## src/rtl/xor_reduce_pipe_pkg.sv

```systemverilog
// ---------------------------------------------------------------------------
// xor_reduce_pkg
//   Shared defaults and elaboration-time helpers for the pipelined XOR
//   reduction fabric (xor_reduce_pipe) and the PAR wrapper top-levels that
//   instantiate it.
//
//   Optional feature macro: PARITY_ACCUM_EN (adds the ones-counter default).
//
//   Helpers:
//     clog_k(n,k)               number of k-input XOR levels needed to fold n
//                               bits to one, never less than one level.
//     stage_width(s,width,k)    bits left after stage s (s counts from 0).
//     stage_offset(s,width,k)   bit offset of stage s outputs inside the packed
//                               per-channel chain vector used by the top.
// ---------------------------------------------------------------------------
package xor_reduce_pkg;

  localparam int DEF_WIDTH    = 3;
  localparam int DEF_CHANNELS = 1;
  localparam int DEF_LUT_K    = 4;
`ifdef PARITY_ACCUM_EN
  localparam int DEF_CNT_W    = 16;
`endif

  function automatic int clog_k(int n, int k);
    int w = n;
    int s = 0;
    while (w > 1) begin
      w = (w + k - 1) / k;
      s++;
    end
    // A single bit still gets one register so WIDTH=1 is a registered XOR.
    return (s < 1) ? 1 : s;
  endfunction

  function automatic int stage_width(int s, int width, int k);
    int w = width;
    for (int i = 0; i <= s; i++) begin
      w = (w + k - 1) / k;
    end
    return w;
  endfunction

  function automatic int stage_offset(int s, int width, int k);
    int off = 0;
    for (int i = 0; i < s; i++) begin
      off += stage_width(i, width, k);
    end
    return off;
  endfunction

endpackage

```

## src/rtl/xor_reduce_pipe_if.sv

```systemverilog
// ---------------------------------------------------------------------------
// xor_reduce_pipe_if
//   Data/handshake bundle of the XOR reduction pipeline.
//
//   Optional feature macro: PARITY_ACCUM_EN (adds acc_clr/acc_out/ones_cnt).
//
//   Signals:
//     en        pipeline advance, 0 = every stage holds
//     in_valid  qualifier for in_data/invert
//     in_data   CHANNELS*WIDTH, channel c = in_data[c*WIDTH +: WIDTH]
//     invert    per-channel XNOR select
//     out_valid qualifier for out_data
//     out_data  per-channel parity
//     acc_clr   synchronous accumulator clear         (PARITY_ACCUM_EN)
//     acc_out   running parity of accepted out_data   (PARITY_ACCUM_EN)
//     ones_cnt  saturating count of out_data[0]==1    (PARITY_ACCUM_EN)
//
//   Modports: master drives the inputs (test driver / pins), slave is the
//   reduction pipeline.
// ---------------------------------------------------------------------------
interface xor_reduce_pipe_if
  import xor_reduce_pkg::*;
#(
  parameter int WIDTH    = DEF_WIDTH,
  parameter int CHANNELS = DEF_CHANNELS
`ifdef PARITY_ACCUM_EN
  ,
  parameter int CNT_W    = DEF_CNT_W
`endif
);

  logic                      en;
  logic                      in_valid;
  logic [CHANNELS*WIDTH-1:0] in_data;
  logic [CHANNELS-1:0]       invert;
  logic                      out_valid;
  logic [CHANNELS-1:0]       out_data;
`ifdef PARITY_ACCUM_EN
  logic                      acc_clr;
  logic [CHANNELS-1:0]       acc_out;
  logic [CNT_W-1:0]          ones_cnt;
`endif

  modport master (
`ifdef PARITY_ACCUM_EN
    output acc_clr,
    input  acc_out,
    input  ones_cnt,
`endif
    output en,
    output in_valid,
    output in_data,
    output invert,
    input  out_valid,
    input  out_data
  );

  modport slave (
`ifdef PARITY_ACCUM_EN
    input  acc_clr,
    output acc_out,
    output ones_cnt,
`endif
    input  en,
    input  in_valid,
    input  in_data,
    input  invert,
    output out_valid,
    output out_data
  );

endinterface

```

## src/rtl/xor_reduce_pipe_stage.sv

```systemverilog
// ---------------------------------------------------------------------------
// xor_tree_stage
//   One registered level of the XOR reduction tree. Input bit i lands in
//   group i/LUT_K, so groups are LUT_K wide except a possibly shorter last
//   group; nothing is zero-padded into a wider LUT.
//   i_flip is folded into output bit 0; the top ties it low on every level
//   except the last, where it carries the per-channel invert.
//
//   Ports:
//     gclk    clock
//     reset   async active-high reset, clears o_q
//     i_en    load enable, 0 = hold
//     i_d     IN_W bits from the previous level (or the pins)
//     i_flip  extra XOR term for output bit 0
//     o_q     ceil(IN_W/LUT_K) registered group parities
// ---------------------------------------------------------------------------
module xor_tree_stage #(
  parameter int IN_W  = 4,
  parameter int LUT_K = 4
) (
  input  logic                              gclk,
  input  logic                              reset,
  input  logic                              i_en,
  input  logic [IN_W-1:0]                   i_d,
  input  logic                              i_flip,
  output logic [(IN_W+LUT_K-1)/LUT_K-1:0]   o_q
);

  localparam int OUT_W = (IN_W + LUT_K - 1) / LUT_K;

  logic [OUT_W-1:0] w_red;
  logic [OUT_W-1:0] r_q;

  always_comb begin
    w_red = '0;
    for (int i = 0; i < IN_W; i++) begin
      w_red[i/LUT_K] = w_red[i/LUT_K] ^ i_d[i];
    end
    w_red[0] = w_red[0] ^ i_flip;
  end

  always_ff @(posedge gclk or posedge reset) begin
    if (reset) begin
      r_q <= '0;
    end else if (i_en) begin
      r_q <= w_red;
    end
  end

  assign o_q = r_q;

endmodule

```

## src/rtl/xor_reduce_pipe.sv

```systemverilog
// ---------------------------------------------------------------------------
// xor_reduce_pipe
//   Reduces CHANNELS independent WIDTH-bit vectors to one parity bit each
//   through STAGES = max(1, ceil(log_LUT_K(WIDTH))) registered XOR levels.
//   A valid shift chain and an invert shift chain run beside the data; the
//   invert bit joins the XOR at the last level. Data registers load on every
//   enabled cycle regardless of valid so the LUT mapping stays flat.
//   With WIDTH=3, LUT_K=4 this is the legacy single registered 3-input XOR.
//
//   Optional feature macro: PARITY_ACCUM_EN
//     Adds per-channel running parity (acc_out) and a saturating ones
//     counter on channel 0 (ones_cnt), both updated on en & out_valid and
//     cleared synchronously by acc_clr (not gated by en, wins over update).
//
//   Ports:
//     gclk   clock, all logic on posedge
//     reset  async active-high reset, flushes every register
//     bus    xor_reduce_pipe_if.slave (en, in_valid, in_data, invert,
//            out_valid, out_data [, acc_clr, acc_out, ones_cnt])
// ---------------------------------------------------------------------------
module xor_reduce_pipe
  import xor_reduce_pkg::*;
#(
  parameter int WIDTH    = DEF_WIDTH,
  parameter int CHANNELS = DEF_CHANNELS,
  parameter int LUT_K    = DEF_LUT_K
`ifdef PARITY_ACCUM_EN
  ,
  parameter int CNT_W    = DEF_CNT_W
`endif
) (
  input  logic            gclk,
  input  logic            reset,
  xor_reduce_pipe_if.slave bus
);

  localparam int STAGES = clog_k(WIDTH, LUT_K);
  // All level outputs of one channel packed back to back, level 0 first.
  localparam int CHAIN_W = stage_offset(STAGES, WIDTH, LUT_K);
  localparam int LAST_OFF = stage_offset(STAGES - 1, WIDTH, LUT_K);

  logic [STAGES-1:0]                 r_vld;
  logic [CHANNELS-1:0]               w_inv_last;
  logic [CHANNELS-1:0][CHAIN_W-1:0]  w_chain;
  logic [CHANNELS-1:0]               w_par;

  // Valid sideband
  always_ff @(posedge gclk or posedge reset) begin
    if (reset) begin
      r_vld <= '0;
    end else if (bus.en) begin
      r_vld[0] <= bus.in_valid;
      for (int s = 1; s < STAGES; s++) begin
        r_vld[s] <= r_vld[s-1];
      end
    end
  end

  // Invert sideband: delayed STAGES-1 levels so it meets its own data at
  // the final XOR level.
  if (STAGES == 1) begin : g_inv_direct
    assign w_inv_last = bus.invert;
  end else begin : g_inv_chain
    logic [CHANNELS-1:0] r_inv [STAGES-1];

    always_ff @(posedge gclk or posedge reset) begin
      if (reset) begin
        for (int s = 0; s < STAGES - 1; s++) begin
          r_inv[s] <= '0;
        end
      end else if (bus.en) begin
        r_inv[0] <= bus.invert;
        for (int s = 1; s < STAGES - 1; s++) begin
          r_inv[s] <= r_inv[s-1];
        end
      end
    end

    assign w_inv_last = r_inv[STAGES-2];
  end

  // Reduction tree, one chain of levels per channel
  for (genvar c = 0; c < CHANNELS; c++) begin : g_ch
    for (genvar s = 0; s < STAGES; s++) begin : g_st
      localparam int IN_W    = (s == 0) ? WIDTH : stage_width(s - 1, WIDTH, LUT_K);
      localparam int OUT_W   = stage_width(s, WIDTH, LUT_K);
      localparam int OUT_OFF = stage_offset(s, WIDTH, LUT_K);
      localparam int IN_OFF  = (s == 0) ? 0 : stage_offset(s - 1, WIDTH, LUT_K);

      logic [IN_W-1:0] w_d;
      logic            w_flip;

      if (s == 0) begin : g_src_pins
        assign w_d = bus.in_data[c*WIDTH +: WIDTH];
      end else begin : g_src_prev
        assign w_d = w_chain[c][IN_OFF +: IN_W];
      end

      if (s == STAGES - 1) begin : g_flip_last
        assign w_flip = w_inv_last[c];
      end else begin : g_flip_none
        assign w_flip = 1'b0;
      end

      xor_tree_stage #(
        .IN_W  (IN_W),
        .LUT_K (LUT_K)
      ) u_stage (
        .gclk   (gclk),
        .reset  (reset),
        .i_en   (bus.en),
        .i_d    (w_d),
        .i_flip (w_flip),
        .o_q    (w_chain[c][OUT_OFF +: OUT_W])
      );
    end

    assign w_par[c] = w_chain[c][LAST_OFF];
  end

  assign bus.out_valid = r_vld[STAGES-1];
  assign bus.out_data  = w_par;

`ifdef PARITY_ACCUM_EN
  logic [CHANNELS-1:0] r_acc;
  logic [CNT_W-1:0]    r_cnt;

  always_ff @(posedge gclk or posedge reset) begin
    if (reset) begin
      r_acc <= '0;
      r_cnt <= '0;
    end else if (bus.acc_clr) begin
      r_acc <= '0;
      r_cnt <= '0;
    end else if (bus.en && r_vld[STAGES-1]) begin
      r_acc <= r_acc ^ w_par;
      if (w_par[0] && (r_cnt != {CNT_W{1'b1}})) begin
        r_cnt <= r_cnt + 1'b1;
      end
    end
  end

  assign bus.acc_out  = r_acc;
  assign bus.ones_cnt = r_cnt;
`endif

endmodule
```

## src/flat_wrapper.sv

```systemverilog
// flat-port wrapper written by rule: the top's interface ports become plain ports
module xor_reduce_pipe_flat import xor_reduce_pkg::*;
#(
  parameter int WIDTH    = DEF_WIDTH,
  parameter int CHANNELS = DEF_CHANNELS,
  parameter int LUT_K    = DEF_LUT_K

)
  (gclk, reset, bus_en, bus_in_valid, bus_in_data, bus_invert, bus_out_valid, bus_out_data);
  xor_reduce_pipe_if #(.WIDTH(WIDTH), .CHANNELS(CHANNELS)) bus_i ();
  input  logic gclk;
  input  logic reset;
  input wire logic [$bits(bus_i.en)-1:0] bus_en;
  input wire logic [$bits(bus_i.in_valid)-1:0] bus_in_valid;
  input wire logic [$bits(bus_i.in_data)-1:0] bus_in_data;
  input wire logic [$bits(bus_i.invert)-1:0] bus_invert;
  output wire logic [$bits(bus_i.out_valid)-1:0] bus_out_valid;
  output wire logic [$bits(bus_i.out_data)-1:0] bus_out_data;
  assign bus_i.en = bus_en;
  assign bus_i.in_valid = bus_in_valid;
  assign bus_i.in_data = bus_in_data;
  assign bus_i.invert = bus_invert;
  assign bus_out_valid = bus_i.out_valid;
  assign bus_out_data = bus_i.out_data;
  xor_reduce_pipe #(.WIDTH(WIDTH), .CHANNELS(CHANNELS), .LUT_K(LUT_K)) u_core (.gclk(gclk), .reset(reset), .bus(bus_i));
endmodule
```

## config.mk

```make
export PLATFORM = sky130hd
export DESIGN_NAME = xor_reduce_pipe_flat
export DESIGN_NICKNAME = d
export VERILOG_FILES = /design/src/rtl/xor_reduce_pipe_pkg.sv /design/src/rtl/xor_reduce_pipe_if.sv /design/src/rtl/xor_reduce_pipe_stage.sv /design/src/rtl/xor_reduce_pipe.sv /design/src/flat_wrapper.sv
export SDC_FILE = /design/constraint.sdc
export NUM_CORES = 1
export LEC_CHECK = 0
export ABC_AREA = 1
export CAP_MARGIN = 0
export CORE_AREA = 8 8 45 47
export DETAILED_ROUTE_END_ITERATION = 10
export DIE_AREA = 0 0 53 55
export PLACE_DENSITY = 0.4
export SLEW_MARGIN = 40
export SYNTH_ARGS = -nofsm -noshare
export SYNTH_HDL_FRONTEND = slang
export SYNTH_SLANG_ARGS = --single-unit
```

## constraint.sdc

```tcl
create_clock -name gclk -period 0.8 [get_ports gclk]
set_input_delay 0.08 -clock gclk [delete_from_list [all_inputs] [get_ports gclk]]
set_output_delay 0.08 -clock gclk [all_outputs]
set_load 0.01 [all_outputs]
```

==> results.toml, run 1 <==
[clocking]
clk_latency_ps = 220
clk_pin_slew_ps = 30
post_cts_buffers = 0
cts_max_path_buffers = 2
htree_levels = 1
cts_tree = "built"
cts_made_buffers = 3
cts.sinks = 2
root_buffer = "clkbuf_4"

[synth]
synth_simple_gate_area_share = 0.444
netlist_area_um2 = 146
ys_warn_count = 0
synth-seq-area-share = 0.342
synth_compound_area_frac = 0
ys_seq_elements = 2
syn-instance-count = 26
synth-adder-area-share = 0
synth.distinct_cells = 5
synth.avg_cell_area_um2 = 5.63
synthMuxAreaShare = 0
syn_nets = 34
synth_top_family_by_area = "simple AND/OR/NAND/NOR gates"
synth_xor_area_frac = 0.0598

[power]
p_sw_frac = 0.231
seq_power_share = 0.265
p_int_w = 0.000343
leakagePower_nw = 0.201
switchingPower_w = 0.000103
p_comb_frac = 0.247
powerDensity_nw_per_um2 = 1520
p_clk_frac = 0.487
ir_worst_vdd_mv = 0.238

[global_routing]
grt_first_pass_wirelength_um = 676
grt.total_usage = 0.0344
grt_overflow = 0
antenna_found_initial = 0
grt_max_degree = 4
grt_pass1_vias = 181

[detailed_routing]
drt_iter0_drc = 4
first_pass_iters = 2
wire_per_inst_um = 7.34
antenna_left = 0
num_vias = 180
via_per_inst = 3.21
drc = 0
routed_wirelength_um = 411

[setup_path]
slowest_stage = "dfrtp_1"
crit_path_end_kind = "output port"
cp-start-kind = "flip-flop"
max_stage_delay_ps = 360
cp_max_fo = 2
arrival_ps = 720
path_cells = "buf_2"
cp_num_buf_inv = 1
critical_path.top_delay_family = "flip-flops"
required_ps = 720
path_class = "flip-flop to output port"

[layout]
areaGrowthSynthToFinish_pct = 101
n_antenna_cell = 0
final_nets = 50
final_area_um2 = 294
drive_above_1_share = 0.175

[floorplan]
start_util = 0.106
core.rowCount = 14
die_w_um = 53
boundaryPins = 10
die-height_um = 55
die_area_um2 = 2920
core_area_um2 = 1380

[place]
placed_cell_area_um2 = 272
hpwl_um = 342
pre_cts_slack_ps = -215
numPortBuffers = 9
gp_congestion = 0.698

[run]
maxCapViolations = 0

[min_path]
min_path_type = "primary input to async pin"

[sta]
post-route-period-util = 1.00
tns_ps = -4.11
worstMarginPinSlew_ps = 141
report.final.hold_viol_count = 0
max_freq_mhz = 1250
min_period_ps = 803
maxSlewViolCount = 0
rsz0062_at_grt = "yes"
setup_violations = 2
layout_setup_ws_ps = -2.94
relSlewSlack = 0.906
fin_worst_skew_ps = 0

[outcome]
violations = "negative setup slack"
status = "complete, but fails checks"
## synthesized netlist by cell type
library cell	n	share of area
dfrtp_1	2	0.34
nand3_1	1	0.034
nand2_1	16	0.41
xnor2_1	1	0.060
inv_1	6	0.15
## power by group through the flow
stage / combinational [W] / clock [W] / sequential (W)
finish: 0.000110 / 0.000217 / 0.000118
global route: 0.000126 / 0.000246 / 0.000120
CTS: 0.000116 / 0.000232 / 0.000118
detailed placement: 0.000126 / 0 / 0.000120
global placement: 0.000126 / 0 / 0.000119
floorplan: 0.0000361 / 0 / 0.000125
## through the flow
step / hold WS, ps / cells / utilization / total power (W)
CTS: 12.6 / 56 / 0.205 / 0.000466
floorplan: -179 / 26 / - / 0.000161
detailed placement: 244 / 53 / 0.196 / 0.000245
global placement: 249 / 53 / 0.196 / 0.000245
global route: 30.5 / 56 / 0.212 / 0.000492
finish: 16.8 / 56 / 0.212 / 0.000446
## cells in the final DEF, fill, tap and decap left out, drive strengths merged
master	n
nand3	1
clkdlybuf4s50	3
inv	6
xnor2	1
clkbuf	3
nand2	16
dlymetal6s2s	4
buf	4
dfrtp	2
## registers in the layout, indices dropped and copies added, names as in the netlist
name / flops
u_core.bus.out_valid: 1
u_core.g_ch.g_st.u_stage.o_q: 1
## worst paths after layout
kind / startpoint / endpoint / slack, ps / cells past startpoint
worst max-delay path: u_core.g_ch[0].g_st[0].u_stage.o_q$_DFFE_PP0P_ / bus_out_data / -3 / 1
worst min-delay path: reset / u_core.g_ch[0].g_st[0].u_stage.o_q$_DFFE_PP0P_ / 20 / 2
worst max register to register: u_core.g_ch[0].g_st[0].u_stage.o_q$_DFFE_PP0P_ / u_core.g_ch[0].g_st[0].u_stage.o_q$_DFFE_PP0P_ / 100 / 3
worst min register to register: u_core.bus.out_valid$_DFFE_PP0P_ / u_core.bus.out_valid$_DFFE_PP0P_ / 550 / 3
max in group asynchronous: reset / u_core.bus.out_valid$_DFFE_PP0P_ / 670 / 2
min in group gclk: bus_invert / u_core.g_ch[0].g_st[0].u_stage.o_q$_DFFE_PP0P_ / 270 / 5
## final cells by class
class / instances / area, um2
fill: 154 / 1090
timing repair buffer: 11 / 105
multi-input combinational: 18 / 73.8
sequential: 2 / 50.0
clock buffer: 3 / 22.5
inverter: 6 / 22.5
tap: 16 / 20.0
## per-layer routing
| layer | wire [um] | global-route usage | share of wire | vias to the layer above |
|---|---|---|---|---|
| met5 | 0 | 0 | 0 | - |
| met4 | 0 | 0.0388 | 0 | 0 |
| met3 | 77 | 0.0321 | 0.19 | 0 |
| met2 | 169 | 0.0391 | 0.41 | 7 |
| met1 | 164 | 0.0334 | 0.40 | 72 |
| li1 | - | - | - | 101 |
## cells by family (layout without fill, tap and decap cells)
group | Yosys count | in the layout
buf+inv | 6 | 20
xor+xnor | 1 | 1
simple gates | 17 | 17
flops | 2 | 2
## what timing repair did
item	in CTS	in global routing
hold buffers	0	0
setup endpoints to repair	2	3
gates resized for setup	8	4
Note: power is estimated with default switching activity, not from simulation.
==> run 2: changes to the inputs <==
- CORE_AREA: 8 8 45 47 -> 2 2 39 41
- DIE_AREA: 0 0 53 55 -> 0 0 41 43
==> run 2 against run 1 <==
Effect of this change:
- the run still ends with negative setup slack left
- count of clock-buffer cells in the layout unchanged
- die area down 40%
- final cell count unchanged
- non-clock buffer count unchanged
- worst hold slack worse by 5.3 ps
- sequential power about the same
- first-iteration DRC count unchanged
- routed wire length down 9.0%
- via count up 1.1%
- register-to-register slack about the same
- global-route usage up 1.8 points
- critical endpoint unchanged
- largest power group unchanged
==> results.toml, run 2 (synthesis gave the netlist of run 1 again) <==
[setup_path]
path_class = "flip-flop to output port"
arrival_ps = 730
cp_num_buf_inv = 1
path_cells = "buf_2"
critical_path.top_delay_family = "flip-flops"
cp-start-kind = "flip-flop"
required_ps = 720
slowest_stage = "dfrtp_1"
rr_worst_depth = 3
crit_path_end_kind = "output port"
cp.depth = 1
max_stage_delay_ps = 370
cp_max_fo = 2

[floorplan]
core_area_um2 = 1380
boundaryPins = 10
start_util = 0.106
die-height_um = 43
core.rowCount = 14
die_area_um2 = 1760
die_w_um = 41

[sta]
setup_violations = 2
hold_ws_ps = 11.5
worstMarginPinSlew_ps = 134
max_freq_mhz = 1230
layout_setup_ws_ps = -11.6
relSlewSlack = 0.910
tns_ps = -15.4
maxSlewViolCount = 0
min_period_ps = 812
report.final.hold_viol_count = 0
post-route-period-util = 1.01
rsz0062_at_grt = "yes"
fin_worst_skew_ps = 0

[global_routing]
grt_overflow = 0
grt_max_degree = 4
grt.total_usage = 0.0521
grt_pass1_vias = 147
grt_first_pass_wirelength_um = 524
antenna_found_initial = 0

[clocking]
htree_levels = 1
cts.sinks = 2
root_buffer = "clkbuf_4"
clk_latency_ps = 220
clk_pin_slew_ps = 30
hold_buffers = 0
cts_made_buffers = 3
cts_max_path_buffers = 2
cts_tree = "built"

[power]
powerDensity_nw_per_um2 = 1540
leakagePower_nw = 0.199
ir_worst_vdd_mv = 0.337

[detailed_routing]
drt_iter0_drc = 4
wire_per_inst_um = 6.68
routed_wirelength_um = 374
antenna_left = 0
via_per_inst = 3.25
drc = 0
first_pass_iters = 4
num_vias = 182

[layout]
final_nets = 50
final_common_cell = "nand2_1"
mostFrequentLayoutCells = "nand2_1 (16), inv_1 (4), dlymetal6s2s_1 (4)"
n_antenna_cell = 0
drive_above_1_share = 0.225
areaGrowthSynthToFinish_pct = 101

[place]
hpwl_um = 273
gp_congestion = 0.602
numPortBuffers = 9

[outcome]
violations = "negative setup slack"
status = "complete, but fails checks"

[min_path]
min_path_type = "primary input to async pin"

[run]
maxCapViolations = 0
-- run 2: changes by cell type in the layout (fill, tap and decap cells not counted) --
| cell | delta |
|---|---|
| inv_1 | -2 |
| inv_2 | +2 |
-- run 2: metal layers --
| metal | track usage | up-vias | wire length, um |
|---|---|---|---|
| met4 | 0.100 | 0 | 0 |
| met5 | 0 | - | 0 |
| met1 | 0.0511 | 71 | 162 |
| li1 | - | 101 | - |
| met3 | 0.0157 | 0 | 57 |
| met2 | 0.0563 | 10 | 154 |
-- run 2: layout make-up --
class	instances	area (um2)
Fill cell	159	1090
Timing Repair Buffer	11	105
Multi-Input combinational cell	18	73.8
Sequential cell	2	50.0
Clock buffer	3	22.5
Inverter	6	22.5
Tap cell	16	20.0
-- run 2: path summary, 6_finish.rpt --
check                      slack (ps)                                        endpoint                                      startpoint
hold reg to reg                   550                u_core.bus.out_valid$_DFFE_PP0P_                u_core.bus.out_valid$_DFFE_PP0P_
hold / removal                     10                u_core.bus.out_valid$_DFFE_PP0P_                                           reset
setup / recovery                  -10                                    bus_out_data  u_core.g_ch[0].g_st[0].u_stage.o_q$_DFFE_PP0P_
setup reg to reg                   90  u_core.g_ch[0].g_st[0].u_stage.o_q$_DFFE_PP0P_  u_core.g_ch[0].g_st[0].u_stage.o_q$_DFFE_PP0P_
min in group gclk                 290  u_core.g_ch[0].g_st[0].u_stage.o_q$_DFFE_PP0P_                                      bus_invert
max in group asynchronous         680  u_core.g_ch[0].g_st[0].u_stage.o_q$_DFFE_PP0P_                                           reset
-- run 2: repair_timing --
| action | CTS | global route |
|---|---|---|
| setup endpoints to repair | 2 | 3 |
| gates resized for setup | 8 | 6 |
| gates cloned | 0 | 0 |
| buffers inserted | 0 | 0 |
-- run 2: report_power, final --
group	internal, W	switching, W	total (W)
registers	0.000113	0.00000585	0.000119
clock network	0.000165	0.0000558	0.000221
logic	0.0000651	0.0000468	0.000112
total	0.000344	0.000108	0.000452
-- run 2: through the flow --
stage          instance area (um2)  power (W)  std cells  setup WS, ps   util
3_3_place_gp                   272   0.000245         53          -225  0.196
4_1_cts                        284   0.000473         56         -24.4  0.205
2_1_floorplan                  146   0.000161         26           180      -
5_1_grt                        294   0.000493         56         -38.3  0.212
6_report                       294   0.000452         56         -11.6  0.212
3_5_place_dp                   272   0.000245         53          -238  0.196
